<file path="config.mk">
export PLATFORM = sky130hd
export DESIGN_NAME = imem_loader
export DESIGN_NICKNAME = d
export VERILOG_FILES = /design/src/rtl/imem_loader.sv
export SDC_FILE = /design/constraint.sdc
export NUM_CORES = 1
export LEC_CHECK = 0
export ABC_AREA = 1
export BUFFER_PORTS_ARGS = -buffer_cell sky130_fd_sc_hd__buf_2
export CORE_MARGIN = 2
export CORE_UTILIZATION = 40
export CTS_BUF_LIST = sky130_fd_sc_hd__clkbuf_4 sky130_fd_sc_hd__clkbuf_8 sky130_fd_sc_hd__clkbuf_16
export DETAILED_ROUTE_END_ITERATION = 7
export MAX_ROUTING_LAYER = met4
export SLEW_MARGIN = 20
export SYNTH_ARGS = -nofsm -noshare
export SYNTH_HDL_FRONTEND = slang
export SYNTH_SLANG_ARGS = --single-unit
</file>
<file path="constraint.sdc">
create_clock -name clk -period 1.62 [get_ports clk]
set_input_delay 0.243 -clock clk [delete_from_list [all_inputs] [get_ports clk]]
set_output_delay 0.243 -clock clk [all_outputs]
set_load 0.02 [all_outputs]
</file>
<file path="src/rtl/imem_loader.sv">
// ---------------------------------------------------------------------------
// imem_loader
//   Writer side of the instruction memory. A program arrives as a byte stream
//   (valid/ready): a 16-bit big-endian word count, that many 32-bit words sent
//   MSB first, then one checksum byte (XOR of all data bytes). Each assembled
//   word is written sequentially into the instruction memory write port. The
//   CPU is held in reset (cpu_rst) until a complete image with a matching
//   checksum has been loaded.
//
// Ports
//   clk          system clock, all logic on rising edge
//   rst          synchronous, active-high reset
//   start        1-cycle pulse, begins a load (honoured in IDLE/DONE/ERR only)
//   rx_data      incoming stream byte
//   rx_valid     rx_data valid
//   rx_ready     loader accepts a byte this cycle
//   imem_we      instruction memory write strobe (one cycle per word)
//   imem_addr    byte address of the word being written
//   imem_wdata   word being written
//   cpu_rst      processor reset, high until a successful load
//   busy         high while a load is in progress
//   done         image loaded and checksum good
//   error        load failed (oversized count or bad checksum)
//   words_loaded words written in the current/last load
// ---------------------------------------------------------------------------
module imem_loader #(
  parameter int          ADDR_WIDTH = 8,
  parameter logic [31:0] BASE_ADDR  = 32'h0
) (
  input  logic                  clk,
  input  logic                  rst,
  input  logic                  start,
  input  logic [7:0]            rx_data,
  input  logic                  rx_valid,
  output logic                  rx_ready,
  output logic                  imem_we,
  output logic [31:0]           imem_addr,
  output logic [31:0]           imem_wdata,
  output logic                  cpu_rst,
  output logic                  busy,
  output logic                  done,
  output logic                  error,
  output logic [ADDR_WIDTH:0]   words_loaded
);

  typedef enum logic [2:0] {
    S_IDLE,
    S_HDR0,
    S_HDR1,
    S_DATA,
    S_WRITE,
    S_CHK,
    S_DONE,
    S_ERR
  } state_t;

  // Largest image that fits the memory; compared at 17 bits so a 16-bit
  // count of 65535 can never alias.
  localparam logic [16:0] MAX_WORDS = 17'd1 << ADDR_WIDTH;

  state_t              state_reg;
  state_t              state_next;
  logic [15:0]         cnt_reg;
  logic [1:0]          byte_idx_reg;
  logic [31:0]         word_reg;
  logic [7:0]          acc_reg;
  logic [ADDR_WIDTH:0] words_loaded_reg;
  logic                rx_ready_reg;
  logic                imem_we_reg;
  logic [31:0]         imem_addr_reg;
  logic [31:0]         imem_wdata_reg;
  logic                cpu_rst_reg;
  logic                busy_reg;
  logic                done_reg;
  logic                error_reg;

  logic                accept;
  logic [31:0]         word_shift;
  logic [16:0]         hdr_cnt;
  logic [16:0]         wl_plus_one;

  // rx_ready_reg is decoded from the registered state, so a transfer is
  // only ever seen in a receiving state.
  assign accept      = rx_valid && rx_ready_reg;
  assign word_shift  = {word_reg[23:0], rx_data};
  assign hdr_cnt     = {1'b0, cnt_reg[15:8], rx_data};
  assign wl_plus_one = 17'(words_loaded_reg) + 17'd1;

  always_comb begin
    state_next = state_reg;
    case (state_reg)
      S_IDLE, S_DONE, S_ERR: begin
        if (start) state_next = S_HDR0;
      end
      S_HDR0: begin
        if (accept) state_next = S_HDR1;
      end
      S_HDR1: begin
        if (accept) begin
          if (hdr_cnt > MAX_WORDS)   state_next = S_ERR;
          else if (hdr_cnt == 17'd0) state_next = S_CHK;
          else                       state_next = S_DATA;
        end
      end
      S_DATA: begin
        if (accept && byte_idx_reg == 2'd3) state_next = S_WRITE;
      end
      S_WRITE: begin
        if (wl_plus_one == {1'b0, cnt_reg}) state_next = S_CHK;
        else                                state_next = S_DATA;
      end
      S_CHK: begin
        if (accept) state_next = (rx_data == acc_reg) ? S_DONE : S_ERR;
      end
      default: state_next = S_IDLE;
    endcase
  end

  always_ff @(posedge clk) begin
    if (rst) begin
      state_reg        <= S_IDLE;
      cnt_reg          <= 16'd0;
      byte_idx_reg     <= 2'd0;
      word_reg         <= 32'd0;
      acc_reg          <= 8'd0;
      words_loaded_reg <= '0;
      rx_ready_reg     <= 1'b0;
      imem_we_reg      <= 1'b0;
      imem_addr_reg    <= BASE_ADDR;
      imem_wdata_reg   <= 32'd0;
      cpu_rst_reg      <= 1'b1;
      busy_reg         <= 1'b0;
      done_reg         <= 1'b0;
      error_reg        <= 1'b0;
    end else begin
      state_reg <= state_next;

      // Outputs are decoded from the next state so they change on the same
      // edge as the state itself and come straight out of flops.
      rx_ready_reg <= (state_next == S_HDR0) || (state_next == S_HDR1) ||
                      (state_next == S_DATA) || (state_next == S_CHK);
      busy_reg     <= (state_next == S_HDR0) || (state_next == S_HDR1) ||
                      (state_next == S_DATA) || (state_next == S_WRITE) ||
                      (state_next == S_CHK);
      imem_we_reg  <= (state_next == S_WRITE);
      done_reg     <= (state_next == S_DONE);
      error_reg    <= (state_next == S_ERR);
      cpu_rst_reg  <= (state_next != S_DONE);

      case (state_reg)
        S_IDLE, S_DONE, S_ERR: begin
          if (start) begin
            words_loaded_reg <= '0;
            byte_idx_reg     <= 2'd0;
            acc_reg          <= 8'd0;
          end
        end
        S_HDR0: begin
          if (accept) cnt_reg[15:8] <= rx_data;
        end
        S_HDR1: begin
          if (accept) cnt_reg[7:0] <= rx_data;
        end
        S_DATA: begin
          if (accept) begin
            word_reg     <= word_shift;
            acc_reg      <= acc_reg ^ rx_data;
            byte_idx_reg <= byte_idx_reg + 2'd1;
            // Latch address and data on the 4th byte so they are stable for
            // the whole WRITE cycle.
            if (byte_idx_reg == 2'd3) begin
              imem_addr_reg  <= BASE_ADDR + (32'(words_loaded_reg) << 2);
              imem_wdata_reg <= word_shift;
            end
          end
        end
        S_WRITE: begin
          words_loaded_reg <= words_loaded_reg + 1'b1;
        end
        default: ;
      endcase
    end
  end

  assign rx_ready     = rx_ready_reg;
  assign imem_we      = imem_we_reg;
  assign imem_addr    = imem_addr_reg;
  assign imem_wdata   = imem_wdata_reg;
  assign cpu_rst      = cpu_rst_reg;
  assign busy         = busy_reg;
  assign done         = done_reg;
  assign error        = error_reg;
  assign words_loaded = words_loaded_reg;

endmodule

</file>
# --- Yosys cells after proc, flatten, opt, wreduce, memory -nomap -nowiden ---
# Cells that the tools add are included.
word_totals:
  in_bits: 12
  out_inout_bits: 79
  elab_cells: 76
  register_bits: 109
op_classes:
  n_reduce_logical: 18
  addsub: 3
  bitwise_logic: 1
  mux: 18
  magnitude_cmp: 1
  n_eq_ne: 20
ops:
  columns: ["operator", "count"]
  rows:
  - ["3-bit == test, second input constant", 8]
  - ["3-bit 2-to-1 mux", 8]
  - ["3-bit case mux with 6 select lines", 1]
  - ["9-bit case mux with 2 select lines", 1]
  - ["17-bit zero test", 1]
  - ["10-bit by 16-bit == test with 1-bit output", 1]
  - ["16-bit by 9-bit greater-than comparator with 1-bit output, second input constant", 1]
  - ["8-bit 2-to-1 mux", 2]
  - ["8-bit case mux with 2 select lines", 1]
  - ["3-bit by 2-bit == test with 1-bit output, second input constant", 4]
  - ["9-bit by 1-bit adder with 10-bit output, second input constant", 1]
  - ["9-bit by 1-bit adder with 9-bit output, second input constant", 1]
  - ["9-bit 2-to-1 mux", 1]
  - ["8-bit == test", 1]
  - ["2-bit AND reduction", 4]
  - ["8-bit bitwise XOR", 1]
  - ["3-bit by 1-bit == test with 1-bit output, second input constant", 2]
  - ["3-bit AND reduction", 2]
  - ["1-bit logical OR", 5]
  - ["2-bit 2-to-1 mux", 2]
  - ["2-bit inequality test, second input constant", 2]
  - ["2-bit case mux with 2 select lines", 1]
  - ["2-bit nonzero test", 2]
  - ["3-bit zero test", 1]
  - ["other kinds (6)", 7]

# --- Logic depth before layout (Yosys ltp) ---
# Gate-level depths: netlist of the first run.
logic_depth:
  ltp_word: 10
  mapped_depth: 16
  ltp_nobuf: 16

# --- Worst setup path before layout of the first run ---
# OpenSTA, ideal clock, no wires.
synth_timing:
  kind: "flip-flop to flip-flop"
  from: "reg words_loaded_reg[1] (netlist: words_loaded[1])"
  to: "reg busy_reg (netlist: busy)"
  required_ns: 1.506
  synth_period_minus_slack_ns: 1.916
  path_slack_ns: -0.296
  setup_time_ns: 0.114
  stages_incl_launch_ff: 16
  n_path_buf: 0
  arrival_time_ns: 1.802
  path_cell_list: "dfxtp_1 -> ha_1 -> nand2_1 -> nor2_4 -> nand2_1 -> nand2_2 -> and2_4 -> nor2_4 -> nor2_4 -> nand3_1 -> nand2_1 -> nand3_2 -> nand2_1 -> nand2_1 -> nand2_1 -> nand2_1"
synth_between:
  elab_chain_len: 9
  word_cells_on_any_way: 13
  cone_classes: "add/sub (1); eq/ne (6); mux (2); reduce/logical (4)"
synth_lines:
  columns: ["item", "line_no", "source"]
  rows:
  - ["from (decl)", "67", "logic [ADDR_WIDTH:0] words_loaded_reg;"]
  - ["from (signal assigned)", "178", "words_loaded_reg <= words_loaded_reg + 1'b1;"]
  - ["9-bit by 1-bit adder with 10-bit output *", "87", "assign wl_plus_one = 17'(words_loaded_reg) + 17'd1;"]
  - ["10-bit by 16-bit == test with 1-bit output *", "109", "if (wl_plus_one == {1'b0, cnt_reg}) state_next = S_CHK;"]
  - ["3-bit 2-to-1 mux *", "109", null]
  - ["3-bit case mux with 6 select lines *", "91", "case (state_reg)"]
  - ["3-bit by 1-bit == test with 1-bit output or 3-bit by 2-bit == test with 1-bit output (tied branches)", "142", "busy_reg <= (state_next == S_HDR0) || (state_next == S_HDR1) ||"]
  - ["1-bit logical OR (2 in a row)", "142", null]
  - ["1-bit logical OR", "143", "(state_next == S_DATA) || (state_next == S_WRITE) ||"]
  - ["1-bit logical OR *", "143", null]
  - ["to (signal assigned)", "142", null]
  - ["to (decl)", "73", "logic busy_reg;"]
# Mark *: on every way between the ends. The rest lies on a longest branch, timed or not.
# A chain may end at the register's enable or synchronous reset.

# --- Final worst setup path of the first run ---
# Same ends and word-level chain as after synthesis.

==> results of run 1 <==
==> routing by layer <==
| metal | wire length [µm] | vias up |
|---|---|---|
| met1 | 5990 | 2021 |
| met5 | 0 | - |
| met3 | 432 | 10 |
| li1 | - | 2142 |
| met2 | 5640 | 94 |
| met4 | 145 | 0 |
==> area by class of cell <==
type                       count  share of cell area, %
sequential                   109                   36.8
multi-input combinational    414                   36.5
timing repair buffer         127                   15.3
clock buffer                  11                   4.00
inverter                      51                   3.23
tap                          143                   2.98
clock inverter                 5                   1.15
==> placed cells by master (no fill, tap or decap), drive strengths merged <==
master    synthesis  layout
nand2            81      81
dfxtp           109     109
o21ai            71      71
a211oi           13      13
a221oi            1       1
xnor2             1       1
clkbuf           22      14
nand3b            1       1
conb              1      23
nor3              6       6
nand4             3       3
clkinv            0       1
xor2              9       9
or2               1       1
a22oi             8       8
inv              51      53
a21boi            1       1
ha                2       2
and2              1       1
o21bai            1       1
bufinv            0       1
nor2            112     112
a21oi            53      53
nor4              1       1
nand3            25      25
clkinvlp          0       1
buf              28     124
==> cell families after synthesis <==
logic type               synth area share (%)
AND/OR/NAND/NOR                          22.2
XOR/XNOR                                 1.91
flip-flops                               47.5
other                                  0.0817
buffers and inverters                    10.2
adder cells (fa/ha/maj)                 0.545
AO/OA/AOI/OAI                            17.5
==> what timing repair did <==
| action | in CTS | in global routing |
|---|---|---|
| cloned | 0 | 3 |
| endpoints found under the hold margin | 0 | 0 |
| setup endpoints to repair | 7 | 53 |
| pin swaps | 6 | 17 |
| setup buffers | 2 | 7 |
| gates resized for setup | 7 | 51 |
==> per-stage QoR <==
step / hold WS (ps) / instances / power [W] / setup TNS [ps]
after floorplan: 378 / 624 / 0.00396 / -166
after global routing: 254 / 860 / 0.00730 / -2750
final: 250 / 860 / 0.00694 / -941
after CTS: 248 / 850 / 0.00679 / -584
after detailed placement: 452 / 832 / 0.00450 / -694
after global placement: 447 / 832 / 0.00448 / -590
==> power by group <==
part | total (W) | switching, W | internal [W]
registers | 0.00295 | 0.000105 | 0.00284
clock network | 0.00228 | 0.00102 | 0.00126
logic | 0.00171 | 0.00105 | 0.000662
total | 0.00694 | 0.00218 | 0.00476
==> worst max-delay path, stage by stage (launching register included) <==
cell and delay, ps:
dfxtp_4 380, ha_4 160, nand2_4 70, nor2_4 130, nand2_1 80, nand2_2 70
and2_4 160, nor2_4 40, nor2_4 100, nand4_1 130, nand2_2 130, nand3_1 100
nand2_1 110, nand2_1 50
==> path summary, 6_finish.rpt <==
kind / end / depth (start not counted) / startpoint
worst max register to register: busy / 13 / words_loaded[1]
worst max-delay path: busy / 13 / words_loaded[1]
worst min register to register: word_reg[23] / 2 / word_reg[23]
worst min-delay path: word_reg[4] / 3 / rx_data[4]
==> impl_metrics.py, run 1 <==
metrics = {
    "die": {
        "num_rows": 39,
        "core_um2": 11300,
        "start_util_pct": 40.6,
        "io_pins": 91,
        "die_x_um": 111,
        "dieArea_um2": 12300,
        "die_h_um": 111,
    },
    "route": {
        "drtIter0Drc": 247,
        "drc": 0,
        "wire_per_inst_um": 14.2,
        "vias": 4267,
        "viasPerCell": 4.96,
        "finalWirelength_um": 12200,
        "drt_pass1_iterations": 6,
        "ant_nets": 0,
    },
    "sta": {
        "setup_slack_ps": -192,
        "skew_ps": 12.1,
        "fmax_ghz": 0.552,
        "finalHoldViolCount": 0,
        "finalCritPeriodShare_pct": 112,
        "slew_violations": 0,
        "setup_viol": 7,
        "fin_crit_ps": 1810,
        "rsz0062_at_grt": "true",
    },
    "synth": {
        "synth_top_area_share_pct": 47.5,
        "synth-seq-cells": 109,
        "synth_top_area_cell": "dfxtp_1",
        "syn_area_um2": 4590,
        "synth_commonest_cells": "109 x dfxtp_1, 99 x nor2_1, 73 x nand2_1, 69 x o21ai_0, 53 x a21oi_1",
        "syn_avg_cell_area_um2": 7.63,
        "synthCells": 602,
        "ys_warn_count": 0,
        "netlist_top_cells_area": "dfxtp_1 48%, nor2_1 8.1%, o21ai_0 7.5%, nand2_1 6.0%, a21oi_1 5.8%",
        "yosysSeqAreaShare_pct": 47.5,
        "synth_edf_count": 0,
        "ys_types": 33,
        "yosysMostFrequentCell": "dfxtp_1",
        "yosys_most_used_dff": "dfxtp_1",
        "synthArstFlopShare_pct": 0,
    },
    "finish": {
        "final_area_um2": 6000,
        "final_nets": 726,
        "utilization_pct": 53.0,
        "seq_area_um2": 2210,
        "area_growth_pct": 30.7,
        "antenna_cells": 0,
        "drive_above_1_share_pct": 30.7,
        "largest_reg_flops": 32,
        "num-fill-cells": 1103,
        "multi_input_area_um2": 2190,
    },
    "global_routing": {
        "grt_max_degree": 69,
        "overflow": 0,
        "grtUsageMet1_pct": 25.0,
        "track_usage_pct": 19.4,
        "grt_util_met2_pct": 31.4,
        "gr-usage-met3_pct": 3.66,
        "grt_pass1_vias": 3956,
        "grt_busiest_layer": "met2",
        "antenna_found_initial": 0,
        "grt_pass1_wl_um": 19000,
    },
    "place": {
        "finalWeightedCongestion": 0.885,
        "place_area_um2": 5350,
        "port_buffers": 67,
        "dpl_worst_slack_ps": -168,
        "dp_hpwl_um": 8030,
    },
    "clock_network": {
        "cts.sinks": 109,
        "cts_inserted_buffers": 9,
        "clk-insertion-delay-late_ps": 350,
        "cts_tree": "built",
        "clock_path_buffers": 2,
        "cts_hold_buffers": 0,
        "path_clk_slew_ps": 70,
        "root_buffer": "clkbuf_16",
        "cts_htree_levels": 3,
    },
    "setup_path": {
        "crit_arrival_ps": 2050,
        "start_kind": "register",
        "critPathCaptureType": "register",
        "crit_type": "register to register",
        "crit_fanout": 4,
        "required_ps": 1860,
        "r2r_slack_ps": -190,
    },
    "power_and_ir_drop": {
        "p_per_area_nw_per_um2": 1160,
        "power_leakage_nw": 2.59,
        "vdd_drop_max_mv": 0.838,
    },
    "min_path": {
        "hp-class": "input pin to register",
    },
    "flow_run": {
        "max_cap_violations": 0,
    },
    "run_status": {
        "violations": "setup timing",
        "status": "finished, violations left",
    },
}
(Power assumes the default switching activity.)
==> inputs of run 2 (changes only) <==
- ABC_AREA: 1 -> default
==> impl_metrics.py, run 2 <==
metrics = {
    "setup_path": {
        "cp_num_buf_inv": 0,
        "critPathLaunch": "cnt_reg[10]",
        "reg2reg_depth": 6,
        "critPathCaptureType": "register",
        "cp_cell_sequence": "or4_4 > or4_4 > or3_4 > nor4_4 > o21ai_2 > mux2_4",
        "crit_fanout": 2,
        "endpoint": "busy",
        "r2r_slack_ps": -870,
        "start_kind": "register",
        "slowest_delay_ps": 540,
        "required_ps": 1850,
        "critPathSlowestCell": "or4_4",
        "r2r-end": "busy",
        "cpMostUsedCell": "or4_4",
        "crit_arrival_ps": 2720,
        "cp_top_family": "simple AND/OR/NAND/NOR gates",
        "cp.depth": 6,
        "rr_startpoint": "cnt_reg[10]",
        "crit_type": "register to register",
    },
    "finish": {
        "area_growth_pct": 33.8,
        "largest_reg_flops": 32,
        "final_nets": 742,
        "final_common_cell": "nand2_1",
        "antenna_cells": 0,
        "final_area_um2": 6390,
        "drive_above_1_share_pct": 33.3,
        "final_cell_mix": "135 x nand2_1, 100 x dfxtp_1, 75 x a21oi_1, 75 x buf_4, 66 x buf_2",
    },
    "route": {
        "drtIter0Drc": 273,
        "drc": 11,
        "wire_per_inst_um": 14.9,
        "viasPerCell": 5.11,
        "ant_nets": 0,
        "vias": 4475,
        "drt_pass1_iterations": 8,
        "finalWirelength_um": 13000,
    },
    "synth": {
        "synthArstFlopShare_pct": 0,
        "synth_edf_count": 0,
        "ys_warn_count": 0,
        "yosysMostFrequentCell": "nand2_1",
        "yosys_most_used_dff": "dfxtp_1",
        "netlist_top_cells_area": "dfxtp_1 46%, nand2_1 11%, a21oi_1 9.5%, buf_4 3.6%, nor2_1 3.4%",
        "synthCells": 600,
        "yosysSeqAreaShare_pct": 45.7,
        "synth-seq-cells": 109,
        "ys_types": 52,
        "syn_area_um2": 4780,
        "synth_top_area_share_pct": 45.7,
        "synth_top_area_cell": "dfxtp_1",
        "syn_avg_cell_area_um2": 7.96,
        "synth_commonest_cells": "139 x nand2_1, 109 x dfxtp_1, 91 x a21oi_1, 43 x nor2_1, 32 x clkbuf_1",
    },
    "power_and_ir_drop": {
        "power_switching_w": 0.00129,
        "combPwrFrac_pct": 8.3,
        "vdd_drop_max_mv": 0.449,
        "p_seq_share_pct": 51.8,
        "total_power_w": 0.00523,
        "power_leakage_nw": 2.64,
        "p_sw_share_pct": 24.8,
        "p_per_area_nw_per_um2": 818,
        "internal_power_w": 0.00393,
        "clkPwrFrac_pct": 40.0,
    },
    "place": {
        "finalWeightedCongestion": 0.875,
        "port_buffers": 67,
        "dp_hpwl_um": 8700,
        "place_area_um2": 5680,
    },
    "clock_network": {
        "cts_htree_levels": 3,
        "cts_inserted_buffers": 9,
        "cts_hold_buffers": 0,
        "root_buffer": "clkbuf_16",
        "clk-insertion-delay-late_ps": 340,
        "path_clk_slew_ps": 70,
        "cts_tree": "built",
        "clock_path_buffers": 2,
        "cts.sinks": 109,
    },
    "die": {
        "num_rows": 39,
        "dieArea_um2": 12800,
        "io_pins": 91,
        "start_util_pct": 41.5,
        "die_x_um": 113,
        "die_h_um": 113,
        "core_um2": 11500,
    },
    "sta": {
        "skew_ps": 10.7,
        "fmax_ghz": 0.402,
        "finalCritPeriodShare_pct": 154,
        "setup_slack_ps": -870,
        "fin_crit_ps": 2490,
        "finalHoldViolCount": 0,
        "rsz0062_at_grt": "true",
        "slew_violations": 0,
        "setup_viol": 19,
    },
    "global_routing": {
        "antenna_found_initial": 0,
        "grt_max_degree": 76,
        "track_usage_pct": 20.1,
        "overflow": 0,
        "grt_pass1_vias": 4093,
        "grt_pass1_wl_um": 20200,
    },
    "run_status": {
        "status": "finished, violations left",
        "violations": "DRC, setup timing",
    },
    "min_path": {
        "hp-class": "input pin to register",
    },
    "flow_run": {
        "max_cap_violations": 0,
    },
}
run 2: cell count changes in the layout (fill, tap and decap cells not counted), sizes merged, moves of 33 or more:
| cell | before | now |
|---|---|---|
| nor2 | 112 | 43 |
| buf | 124 | 157 |
| nand2 | 81 | 139 |
| a21oi | 53 | 91 |
| o21ai | 71 | 19 |
| inv | 53 | 7 |
run 2: worst min-delay path by stage:
stage,cells after the start,start,endpoint
2_1_floorplan,2,rx_data[6],word_reg[6]
3_3_place_gp,2,imem_addr[5],imem_addr[5]
3_5_place_dp,2,imem_addr[9],imem_addr[9]
4_1_cts,4,rx_data[4],cnt_reg[4]
5_1_grt,4,rx_data[5],imem_wdata[5]
6_report,4,rx_data[5],cnt_reg[13]
run 2: tightest hold or removal path, delay by kind of cell:
family / cells / cell delay, ps
buf+inv: 2 / 220
mux: 1 / 80
simple gates: 1 / 70
run 2: power by group through the flow:
stage	clock network [W]	logic, W	registers (W)
after floorplan	0	0.000242	0.00278
after global placement	0	0.000368	0.00277
after detailed placement	0	0.000371	0.00277
after CTS	0.00213	0.000379	0.00271
after global routing	0.00224	0.000464	0.00271
final	0.00209	0.000432	0.00271
run 2: through the flow:
stage / util (%) / std cells / TNS, ps / worst slack [ps] / hold WS (ps)
2_1_floorplan: - / 622 / -5120 / -744 / 378
4_1_cts: 52.9 / 865 / -6380 / -850 / 304
5_1_grt: 55.5 / 875 / -8890 / -911 / 333
3_5_place_dp: 49.3 / 844 / -9270 / -842 / 445
6_report: 55.5 / 875 / -7600 / -870 / 311
3_3_place_gp: 49.3 / 844 / -8280 / -817 / 439
run 2: area by class of cell:
type | count | area, µm²
Inverter | 4 | 15.0
Multi-Input combinational cell | 445 | 2520
Timing Repair Buffer | 159 | 1200
Sequential cell | 109 | 2190
Clock buffer | 10 | 233
Tap cell | 143 | 179
Fill cell | 1086 | 5130
Clock inverter | 5 | 42.5
run 2: cells by family (layout without fill, tap and decap cells):
| group | after synthesis | count (layout) | synth area share [%] |
|---|---|---|---|
| AO/OA/AOI/OAI | 136 | 136 | 15.7 |
| XOR/XNOR | 20 | 20 | 3.67 |
| adder cells (fa/ha/maj) | 2 | 2 | 0.524 |
| buffers and inverters | 68 | 178 | 7.28 |
| flip-flops | 109 | 109 | 45.7 |
| multiplexers | 17 | 17 | 3.67 |
| other | 1 | 23 | 0.0785 |
| AND/OR/NAND/NOR | 247 | 247 | 23.4 |
run 2: per-layer routing:
| layer | up-vias | track usage [%] | part of all wire [%] |
|---|---|---|---|
| met2 | 133 | 30.7 | 45 |
| met1 | 2092 | 27.9 | 47 |
| met5 | - | - | 0 |
| met4 | 0 | 4.80 | 1.4 |
| met3 | 14 | 3.32 | 5.9 |
| li1 | 2236 | - | - |
run 2: repair_timing:
| item | CTS | global route |
|---|---|---|
| resized for setup | 9 | 60 |
| endpoints found under the setup margin | 54 | 56 |
| pin swaps | 2 | 17 |
| setup buffers | 5 | 8 |
| cloned | 1 | 3 |
==> inputs of run 3 (changes only) <==
- CORE_UTILIZATION: 40 -> 50
- GPL_TIMING_DRIVEN: default -> 0
- PLACE_DENSITY: default -> 0.76
==> impl_metrics.py, run 3 (synthesized netlist as in run 2, its figures left out) <==
metrics = {
    "route": {
        "finalWirelength_um": 12200,
        "drc": 0,
        "wire_per_inst_um": 14.6,
        "vias": 4453,
        "drt_pass1_iterations": 5,
        "viasPerCell": 5.33,
        "ant_nets": 0,
        "drtIter0Drc": 202,
    },
    "clock_network": {
        "cts_tree": "built",
        "cts.sinks": 109,
        "path_clk_slew_ps": 110,
        "cts_inserted_buffers": 9,
        "cts_htree_levels": 3,
        "clock_path_buffers": 2,
        "clk-insertion-delay-late_ps": 380,
        "root_buffer": "clkbuf_8",
    },
    "setup_path": {
        "slowest_delay_ps": 550,
        "crit_arrival_ps": 2850,
        "cp.depth": 6,
        "rr_startpoint": "cnt_reg[10]",
        "reg2reg_depth": 6,
        "start_kind": "register",
        "required_ps": 1890,
        "critPathCaptureType": "register",
        "crit_fanout": 2,
        "cp_top_family": "simple AND/OR/NAND/NOR gates",
        "cpMostUsedCell": "or4_4",
        "crit_type": "register to register",
        "r2r_slack_ps": -950,
        "cp_num_buf_inv": 0,
        "r2r-end": "busy",
        "critPathSlowestCell": "or4_4",
        "cp_cell_sequence": "or4_4 > or4_4 > or3_4 > nor4_4 > o21ai_2 > mux2_4",
    },
    "power_and_ir_drop": {
        "p_per_area_nw_per_um2": 799,
        "combPwrFrac_pct": 8.6,
        "p_seq_share_pct": 57.9,
        "power_leakage_nw": 2.37,
        "internal_power_w": 0.00342,
        "total_power_w": 0.00470,
        "power_switching_w": 0.00128,
        "clkPwrFrac_pct": 33.5,
        "p_sw_share_pct": 27.2,
        "vdd_drop_max_mv": 0.448,
    },
    "sta": {
        "setup_slack_ps": -955,
        "rsz0062_at_grt": "true",
        "finalSetupTns_ps": -13240,
        "worst_pin_slew_ps": 561,
        "finalHoldViolCount": 0,
        "whs_ps": 192,
        "fmax_ghz": 0.388,
        "setup_viol": 69,
        "finalCritPeriodShare_pct": 159,
        "slew_violations": 0,
        "relSlewSlack_pct": 62.5,
        "skew_ps": 13.6,
        "fin_crit_ps": 2570,
    },
    "die": {
        "core_um2": 9240,
        "dieArea_um2": 10300,
        "num_rows": 35,
        "start_util_pct": 51.7,
        "io_pins": 91,
        "die_x_um": 102,
        "die_h_um": 102,
    },
    "global_routing": {
        "grt_pass1_vias": 4127,
        "grt_max_degree": 20,
        "track_usage_pct": 24.8,
        "antenna_found_initial": 0,
        "overflow": 0,
        "grt_pass1_wl_um": 19600,
    },
    "finish": {
        "final_cell_mix": "135 x nand2_1, 101 x dfxtp_1, 90 x a21oi_1, 69 x buf_2, 41 x nor2_1",
        "layout.cells.non_filler": 835,
        "final_nets": 716,
        "area_growth_pct": 23.2,
        "final_common_cell": "nand2_1",
        "largest_reg_flops": 32,
        "drive_above_1_share_pct": 26.9,
        "antenna_cells": 0,
    },
    "place": {
        "port_buffers": 66,
        "finalWeightedCongestion": 0.905,
        "dp_hpwl_um": 8560,
        "dpl.cell_count": 817,
    },
    "min_path": {
        "hold_depth": 3,
        "min_to": "word_reg[6]",
        "min_from": "rx_data[6]",
        "hp-class": "input pin to register",
    },
    "run_status": {
        "violations": "setup timing",
        "status": "finished, violations left",
    },
    "flow_run": {
        "max_cap_violations": 0,
    },
}
-- run 3: stage by stage --
stage,util [%],worst slack (ps),cell area [µm²]
3_5_place_dp,59.2,-924,5470
3_3_place_gp,59.2,-902,5470
4_1_cts,62.8,-916,5810
2_1_floorplan,-,-744,4980
6_report,63.7,-955,5880
5_1_grt,63.7,-1070,5880
-- run 3: layer usage --
metal | vias to the layer above | part of all wire (%) | global-route usage (%)
met4 | 0 | 1.8 | 9.25
met5 | - | 0 | -
met2 | 158 | 48 | 39.9
met1 | 2082 | 44 | 31.0
li1 | 2188 | - | -
met3 | 25 | 5.8 | 4.35
-- run 3: power groups by stage --
stage	logic, W	clock network, W	registers, W
CTS	0.000389	0.00159	0.00272
detailed placement	0.000346	0	0.00277
global route	0.000436	0.00169	0.00272
global placement	0.000337	0	0.00277
finish	0.000406	0.00157	0.00272
floorplan	0.000242	0	0.00278
-- run 3: worst max path at each step --
stage | start | endpoint | slack [ps]
3_5_place_dp | cnt_reg[10] | error | -920
3_3_place_gp | cnt_reg[10] | error | -900
5_1_grt | words_loaded[0] | busy | -1070
2_1_floorplan | cnt_reg[10] | busy | -740
4_1_cts | cnt_reg[10] | busy | -920
6_report | cnt_reg[10] | busy | -950
-- run 3: final cells by class --
cell class	instances	area [µm²]
Inverter	4	18.8
Tap cell	129	161
Sequential cell	109	2190
Buffer	59	425
Clock buffer	9	124
Multi-Input combinational cell	446	2520
Clock inverter	6	53.8
Timing Repair Buffer	73	383
Fill cell	839	3360
-- run 3: repair_timing --
action,4_1_cts,5_1_grt
setup endpoints to repair,107,84
pin swaps,5,2
cloned,1,0
hold buffers,0,0
gates resized for setup,35,17
setup buffers,5,2
-- run 3: worst min-delay path, cell delays in order --
cell,delay (ps)
buf_2,170
nand2_2,80
a21oi_1,50
